--- src/rtl/mips_control_fsm_pkg.sv ---
// Shared types and encodings for the multicycle MIPS control path.
// The ALU encodings are also consumed by the ALU datapath.
package mips_control_fsm_pkg;

  typedef enum logic [3:0] {
    S_FETCH,
    S_DECODE,
    S_MEMADDR,
    S_MEMRD,
    S_MEMWB,
    S_MEMWR,
    S_REXEC,
    S_RWB,
    S_IEXEC,
    S_IWB,
    S_BRANCH,
    S_JUMP
  } state_t;

  localparam logic [5:0] OP_RTYPE = 6'b000000;
  localparam logic [5:0] OP_LW    = 6'b100011;
  localparam logic [5:0] OP_SW    = 6'b101011;
  localparam logic [5:0] OP_BEQ   = 6'b000100;
  localparam logic [5:0] OP_J     = 6'b000010;
  localparam logic [5:0] OP_ADDI  = 6'b001000;
  localparam logic [5:0] OP_ANDI  = 6'b001100;
  localparam logic [5:0] OP_ORI   = 6'b001101;
  localparam logic [5:0] OP_SLTI  = 6'b001010;

  localparam logic [5:0] FN_ADD = 6'b100000;
  localparam logic [5:0] FN_SUB = 6'b100010;
  localparam logic [5:0] FN_AND = 6'b100100;
  localparam logic [5:0] FN_OR  = 6'b100101;
  localparam logic [5:0] FN_SLT = 6'b101010;
  localparam logic [5:0] FN_NOR = 6'b100111;

  localparam logic [3:0] ALU_AND = 4'b0000;
  localparam logic [3:0] ALU_OR  = 4'b0001;
  localparam logic [3:0] ALU_ADD = 4'b0010;
  localparam logic [3:0] ALU_SUB = 4'b0110;
  localparam logic [3:0] ALU_SLT = 4'b0111;
  localparam logic [3:0] ALU_NOR = 4'b1100;

  // States in which the FSM may stall on mem_ready.
  function automatic logic is_mem_wait(input state_t s);
    return (s == S_FETCH) || (s == S_MEMRD) || (s == S_MEMWR);
  endfunction

endpackage

--- src/rtl/mips_control_fsm_alu_decode.sv ---
// Combinational ALU operand/operation select from state, opcode and funct.
module alu_func_decode
  import mips_control_fsm_pkg::*;
(
  input  state_t     state_i,
  input  logic [5:0] opcode_i,
  input  logic [5:0] funct_i,
  output logic       alu_src_o,
  output logic [3:0] alu_ctrl_o,
  output logic       funct_illegal_o
);

  logic [3:0] fn_ctrl;
  logic [3:0] imm_ctrl;

  always_comb begin
    fn_ctrl         = ALU_ADD;
    funct_illegal_o = 1'b0;
    case (funct_i)
      FN_ADD:  fn_ctrl = ALU_ADD;
      FN_SUB:  fn_ctrl = ALU_SUB;
      FN_AND:  fn_ctrl = ALU_AND;
      FN_OR:   fn_ctrl = ALU_OR;
      FN_SLT:  fn_ctrl = ALU_SLT;
      FN_NOR:  fn_ctrl = ALU_NOR;
      default: funct_illegal_o = 1'b1;
    endcase
  end

  always_comb begin
    imm_ctrl = ALU_ADD;
    case (opcode_i)
      OP_ANDI: imm_ctrl = ALU_AND;
      OP_ORI:  imm_ctrl = ALU_OR;
      OP_SLTI: imm_ctrl = ALU_SLT;
      default: imm_ctrl = ALU_ADD;
    endcase
  end

  // Writeback states repeat their execute-state selection so the ALU result stays stable.
  always_comb begin
    alu_src_o  = 1'b0;
    alu_ctrl_o = ALU_ADD;
    case (state_i)
      S_REXEC, S_RWB: alu_ctrl_o = fn_ctrl;
      S_IEXEC, S_IWB: begin
        alu_src_o  = 1'b1;
        alu_ctrl_o = imm_ctrl;
      end
      S_MEMADDR, S_MEMRD, S_MEMWR: alu_src_o = 1'b1;
      S_BRANCH: alu_ctrl_o = ALU_SUB;
      default: ;
    endcase
  end

endmodule

--- src/rtl/mips_control_fsm.sv ---
// Multicycle MIPS control FSM with memory-wait timeout, sticky error flags
// and a retired-instruction counter.
module mips_control_fsm
  import mips_control_fsm_pkg::*;
#(
  parameter int unsigned MEM_TIMEOUT = 255
) (
  input  logic        clk,
  input  logic        reset,
  input  logic [31:0] instruction,
  input  logic        zero,
  input  logic        mem_ready,
  output logic        ALUSrc,
  output logic [3:0]  ALUcontrol,
  output logic        IRWrite,
  output logic        PCWrite,
  output logic        MemRead,
  output logic        MemWrite,
  output logic        RegWrite,
  output logic        MemtoReg,
  output logic        RegDst,
  output logic        Jump,
  output logic        branch_taken,
  output logic        instr_done,
  output logic        illegal,
  output logic        timeout,
  output logic [31:0] instr_count
);

  localparam int WCW = $clog2(MEM_TIMEOUT + 1);

  state_t            state_q, state_d;
  logic [WCW-1:0]    wait_q, wait_d;
  logic [31:0]       count_q, count_d;
  logic              illegal_q, illegal_d;
  logic              timeout_q, timeout_d;
  logic              retire, tmo_evt;
  logic              alu_src, funct_illegal;
  logic [3:0]        alu_ctrl;
  logic [5:0]        opcode, funct;
  logic              unused_instr_bits;

  assign opcode            = instruction[31:26];
  assign funct             = instruction[5:0];
  assign unused_instr_bits = ^instruction[25:6];

  alu_func_decode u_alu_dec (
    .state_i         (state_q),
    .opcode_i        (opcode),
    .funct_i         (funct),
    .alu_src_o       (alu_src),
    .alu_ctrl_o      (alu_ctrl),
    .funct_illegal_o (funct_illegal)
  );

  always_ff @(posedge clk) begin
    if (reset) begin
      state_q   <= S_FETCH;
      wait_q    <= '0;
      count_q   <= '0;
      illegal_q <= 1'b0;
      timeout_q <= 1'b0;
    end else begin
      state_q   <= state_d;
      wait_q    <= wait_d;
      count_q   <= count_d;
      illegal_q <= illegal_d;
      timeout_q <= timeout_d;
    end
  end

  always_comb begin
    state_d      = state_q;
    illegal_d    = illegal_q;
    timeout_d    = timeout_q;
    retire       = 1'b0;
    IRWrite      = 1'b0;
    PCWrite      = 1'b0;
    MemRead      = 1'b0;
    MemWrite     = 1'b0;
    RegWrite     = 1'b0;
    MemtoReg     = 1'b0;
    RegDst       = 1'b0;
    Jump         = 1'b0;
    branch_taken = 1'b0;
    // mem_ready is excluded here, so a completing access always beats the timeout.
    tmo_evt = is_mem_wait(state_q) && !mem_ready && (wait_q == WCW'(MEM_TIMEOUT));

    case (state_q)
      S_FETCH: begin
        if (mem_ready) begin
          MemRead = 1'b1;
          IRWrite = 1'b1;
          PCWrite = 1'b1;
          state_d = S_DECODE;
        end else if (tmo_evt) begin
          timeout_d = 1'b1;
        end else begin
          MemRead = 1'b1;
        end
      end
      S_DECODE: begin
        case (opcode)
          OP_RTYPE:                           state_d = S_REXEC;
          OP_LW, OP_SW:                       state_d = S_MEMADDR;
          OP_BEQ:                             state_d = S_BRANCH;
          OP_J:                               state_d = S_JUMP;
          OP_ADDI, OP_ANDI, OP_ORI, OP_SLTI:  state_d = S_IEXEC;
          default: begin
            illegal_d = 1'b1;
            state_d   = S_FETCH;
          end
        endcase
      end
      S_MEMADDR: state_d = (opcode == OP_LW) ? S_MEMRD : S_MEMWR;
      S_MEMRD: begin
        if (mem_ready) begin
          MemRead = 1'b1;
          state_d = S_MEMWB;
        end else if (tmo_evt) begin
          timeout_d = 1'b1;
          state_d   = S_FETCH;
        end else begin
          MemRead = 1'b1;
        end
      end
      S_MEMWB: begin
        RegWrite = 1'b1;
        MemtoReg = 1'b1;
        retire   = 1'b1;
        state_d  = S_FETCH;
      end
      S_MEMWR: begin
        if (mem_ready) begin
          MemWrite = 1'b1;
          retire   = 1'b1;
          state_d  = S_FETCH;
        end else if (tmo_evt) begin
          timeout_d = 1'b1;
          state_d   = S_FETCH;
        end else begin
          MemWrite = 1'b1;
        end
      end
      S_REXEC: begin
        if (funct_illegal) begin
          illegal_d = 1'b1;
          state_d   = S_FETCH;
        end else begin
          state_d = S_RWB;
        end
      end
      S_RWB: begin
        RegWrite = 1'b1;
        RegDst   = 1'b1;
        retire   = 1'b1;
        state_d  = S_FETCH;
      end
      S_IEXEC: state_d = S_IWB;
      S_IWB: begin
        RegWrite = 1'b1;
        retire   = 1'b1;
        state_d  = S_FETCH;
      end
      S_BRANCH: begin
        branch_taken = zero;
        retire       = 1'b1;
        state_d      = S_FETCH;
      end
      S_JUMP: begin
        Jump    = 1'b1;
        PCWrite = 1'b1;
        retire  = 1'b1;
        state_d = S_FETCH;
      end
      default: state_d = S_FETCH;
    endcase

    if ((state_d != state_q) || tmo_evt) begin
      wait_d = '0;
    end else if (is_mem_wait(state_q) && !mem_ready) begin
      wait_d = wait_q + WCW'(1);
    end else begin
      wait_d = wait_q;
    end

    count_d    = count_q + {31'd0, retire};
    instr_done = retire;
    ALUSrc     = alu_src;
    ALUcontrol = alu_ctrl;

    // Outputs show their idle values for as long as reset is held.
    if (reset) begin
      IRWrite      = 1'b0;
      PCWrite      = 1'b0;
      MemRead      = 1'b0;
      MemWrite     = 1'b0;
      RegWrite     = 1'b0;
      MemtoReg     = 1'b0;
      RegDst       = 1'b0;
      Jump         = 1'b0;
      branch_taken = 1'b0;
      instr_done   = 1'b0;
      ALUSrc       = 1'b0;
      ALUcontrol   = ALU_ADD;
    end
  end

  assign illegal     = illegal_q;
  assign timeout     = timeout_q;
  assign instr_count = count_q;

endmodule

--- config.mk ---
export PLATFORM = sky130hd
export DESIGN_NAME = mips_control_fsm
export DESIGN_NICKNAME = d
export VERILOG_FILES = /design/src/rtl/mips_control_fsm_pkg.sv /design/src/rtl/mips_control_fsm_alu_decode.sv /design/src/rtl/mips_control_fsm.sv
export SDC_FILE = /design/constraint.sdc
export NUM_CORES = 1
export LEC_CHECK = 0
export BUFFER_PORTS_ARGS = -buffer_cell sky130_fd_sc_hd__clkbuf_2
export CELL_PAD_IN_SITES_DETAIL_PLACEMENT = 0
export CELL_PAD_IN_SITES_GLOBAL_PLACEMENT = 1
export CORE_ASPECT_RATIO = 1.25
export CORE_MARGIN = 2
export CORE_UTILIZATION = 33
export DETAILED_ROUTE_END_ITERATION = 10
export PLACE_DENSITY_LB_ADDON = 0.15
export SLEW_MARGIN = 30
export SYNTH_ARGS = -nofsm -noshare
export SYNTH_HDL_FRONTEND = slang
export SYNTH_SLANG_ARGS = --single-unit
--- constraint.sdc ---
create_clock -name clk -period 2.7 [get_ports clk]
set_input_delay 0.405 -clock clk [delete_from_list [all_inputs] [get_ports clk]]
set_output_delay 0.405 -clock clk [all_outputs]
set_load 0.005 [all_outputs]
==> flow_summary.json <==
{
  "status": "finished clean",
  "synth_most_common_cell": "dfxtp_1",
  "leakage_nw": 1.32,
  "cts-root-buf": "clkbuf_8",
  "avgViaCountPerCell": 5.26,
  "r2r-start": "state_q[3]",
  "reg2reg_slack_ns": 0.25,
  "skew_ns": 0.00632,
  "wl_per_cell_um": 14.4,
  "antenna_found_initial": 0,
  "dp.cells": 501,
  "ys_top_cells_by_count": "dfxtp_1 (46), nor2_1 (45), nand2_1 (25)",
  "grt_max_degree": 26,
  "clockBufferDepth": 2,
  "drt_wl_total_um": 7350,
  "drive_gt1_share_pct": 27.5,
  "multi_input_area_um2": 1720,
  "drc": 0,
  "core_um2": 8150,
  "grt_setup_unrepaired": "no",
  "fin_ws_ns": 0.0916,
  "stdcell_area_um2": 3350,
  "fin_tns_setup_ns": 0,
  "arrival_ns": 2.20,
  "clk_latency_ns": 0.30,
  "first_pass_iters": 4,
  "antenna_left": 0,
  "synth_top_flop_cell": "dfxtp_1",
  "reg2reg_depth": 11,
  "cp_max_fo": 11,
  "fin_nets": 453,
  "finish.utilization_pct": 41.1,
  "grt_pass1_wl_um": 11900,
  "num_vias": 2694,
  "place_ws_ns": 0.159,
  "ir_drop_v": 0.000213,
  "netlist-cell-type-count": 61,
  "fin_crit_sh_pct": 96.6,
  "yosys.area.top_type_share_pct": 33.7,
  "numCtsBuffers": 5,
  "rows": 37,
  "grt-ovfl-total": 0,
  "cts_tree": "built",
  "maxCapViolations": 0,
  "setup_viol": 0,
  "r2r_end": "instr_count[26]",
  "grt_pass1_vias": 2400,
  "cp_num_cells": 7,
  "gp_congestion": 0.799,
  "io-pin-count": 85,
  "cp-endpoint": "MemWrite",
  "finalHoldViolCount": 0,
  "synth_cells": 341,
  "crit_required_ns": 2.30,
  "ys_async_sr_fraction_pct": 0,
  "antenna_cells": 0,
  "synth_edf_count": 0,
  "fillers": 901,
  "total_power_mw": 1.24,
  "dieHeight_um": 106,
  "critPathSlowestCell": "or4b_4",
  "cp_cell_sequence": "buf_4, or4b_4, o2bb2a_4, or2_4, nand2_2, nor3_1, clkbuf_2",
  "worstSetupPathType": "register to primary output",
  "crit_buf_inv": 2,
  "layoutNonFillerInstCount": 512,
  "worst_pin_slew_ns": 0.420,
  "cp-end-kind": "primary output",
  "synth.yosys.seq_area_share_pct": 33.7,
  "synth_nets": 380,
  "die_w_um": 85.4,
  "drt_iter0_drc": 105,
  "startpoint_type": "register",
  "placement.io_buffers": 64,
  "holdWs_ns": 0.456,
  "placed_area_um2": 3230,
  "ys.warnings.count": 0,
  "area_growth_pct": 22.3,
  "yosys_register_bits": 46,
  "hold_path_class": "register to register",
  "powerDensity_nw_per_um2": 370,
  "slew_viol_final": 0,
  "yosysTopAreaCell": "dfxtp_1",
  "path_delay_family": "simple AND/OR/NAND/NOR gates",
  "fin_crit_ns": 2.61,
  "final-seq-area_um2": 926,
  "dp_hpwl_um": 5370,
  "grtUsageTotal_pct": 16.0,
  "netlist_top_cells_area": "dfxtp_1 (34%), xor2_1 (6.7%), nor2_1 (6.2%), nand2_1 (3.4%), nand3_1 (3.1%)",
  "start_util_pct": 33.6,
  "relSlewSlack_pct": 71.7,
  "clock-sinks": 46,
  "timing.fmax_mhz": 383,
  "avgSynthCellArea_um2": 8.02,
  "slowest_delay_ns": 0.54,
  "synth_area_um2": 2740,
  "crit_start": "state_q[3]",
  "htreeDepth": 2,
  "die_area_um2": 9040,
  "clk_pin_slew_ns": 0.09
}
[logic make-up after synthesis]
group | count (synthesis) | synth area share [%]
compound gates | 52 | 13.1
xor+xnor | 30 | 9.88
fa+ha+maj | 3 | 1.37
buf+inv | 22 | 3.48
flops | 46 | 33.7
mux | 3 | 1.19
simple gates | 185 | 37.4
[area by class of cell]
cell class | count | area share [%]
timing repair buffer | 85 | 14.3
tap | 97 | 3.63
sequential | 46 | 27.7
clock buffer | 6 | 2.17
inverter | 3 | 0.337
multi-input combinational | 273 | 51.5
clock inverter | 2 | 0.411
[report_power, final]
part           leakage (nW)  internal (mW)  switching (mW)
Combinational         0.903         0.0471          0.0754
Clock                0.0452          0.183           0.247
Sequential            0.372          0.682         0.00476
[placed cells by master (no fill, tap or decap), types with 3 or more instances in the layout]
cell type / synthesis / routed
ha_1: 3 / 3
nor4_1: 9 / 9
and2_1: 3 / 3
nand2b_1: 5 / 5
or2_2: 3 / 3
nor2_1: 45 / 45
buf_4: 0 / 21
xnor2_1: 8 / 8
or3_1: 7 / 7
o21ai_0: 10 / 10
and3_1: 8 / 8
clkbuf_2: 0 / 64
nor3_1: 15 / 15
nand3_1: 17 / 17
inv_1: 3 / 3
clkbuf_8: 0 / 5
nand2_1: 25 / 25
dfxtp_1: 46 / 44
and4_1: 6 / 6
a31oi_1: 6 / 6
nand4_1: 13 / 13
xor2_1: 21 / 21
nor2b_1: 9 / 9
a21oi_1: 14 / 14
[what timing repair did]
item | CTS | global route
pin swaps | 1 | 0
buffers inserted | 2 | 1
gates resized for setup | 1 | 3
hold buffers | 0 | 0
endpoints found under the setup margin | 2 | 4
[worst reg2reg max path: cells and delay by family (launching register included)]
family	cells	cell delay (ns)
adder cells (fa/ha/maj)	2	0.37
flip-flops	1	0.38
AO/OA/AOI/OAI	2	0.23
buffers and inverters	1	0.15
AND/OR/NAND/NOR	6	1.26
[flip-flops by register name (all words and copies together), names as in the netlist]
name and cells:
timeout 1, wait_q 8, illegal 1, instr_count 32, state_q 4
[per-layer routing]
metal,GRT usage (%),wire length [um],up-vias
met5,0,0,-
met4,4.42,48,0
met3,3.05,299,4
met2,25.9,3460,69
met1,21.7,3550,1243
li1,-,-,1378
[worst min-delay path by stage]
stage,start,end,slack [ns],depth (start not counted)
finish,timeout,timeout,0.46,2
global route,timeout,timeout,0.49,2
CTS,timeout,timeout,0.46,2
detailed placement,timeout,timeout,0.45,2
global placement,timeout,timeout,0.44,2
floorplan,timeout,timeout,0.44,2
Power figures use the tool's default switching activity.
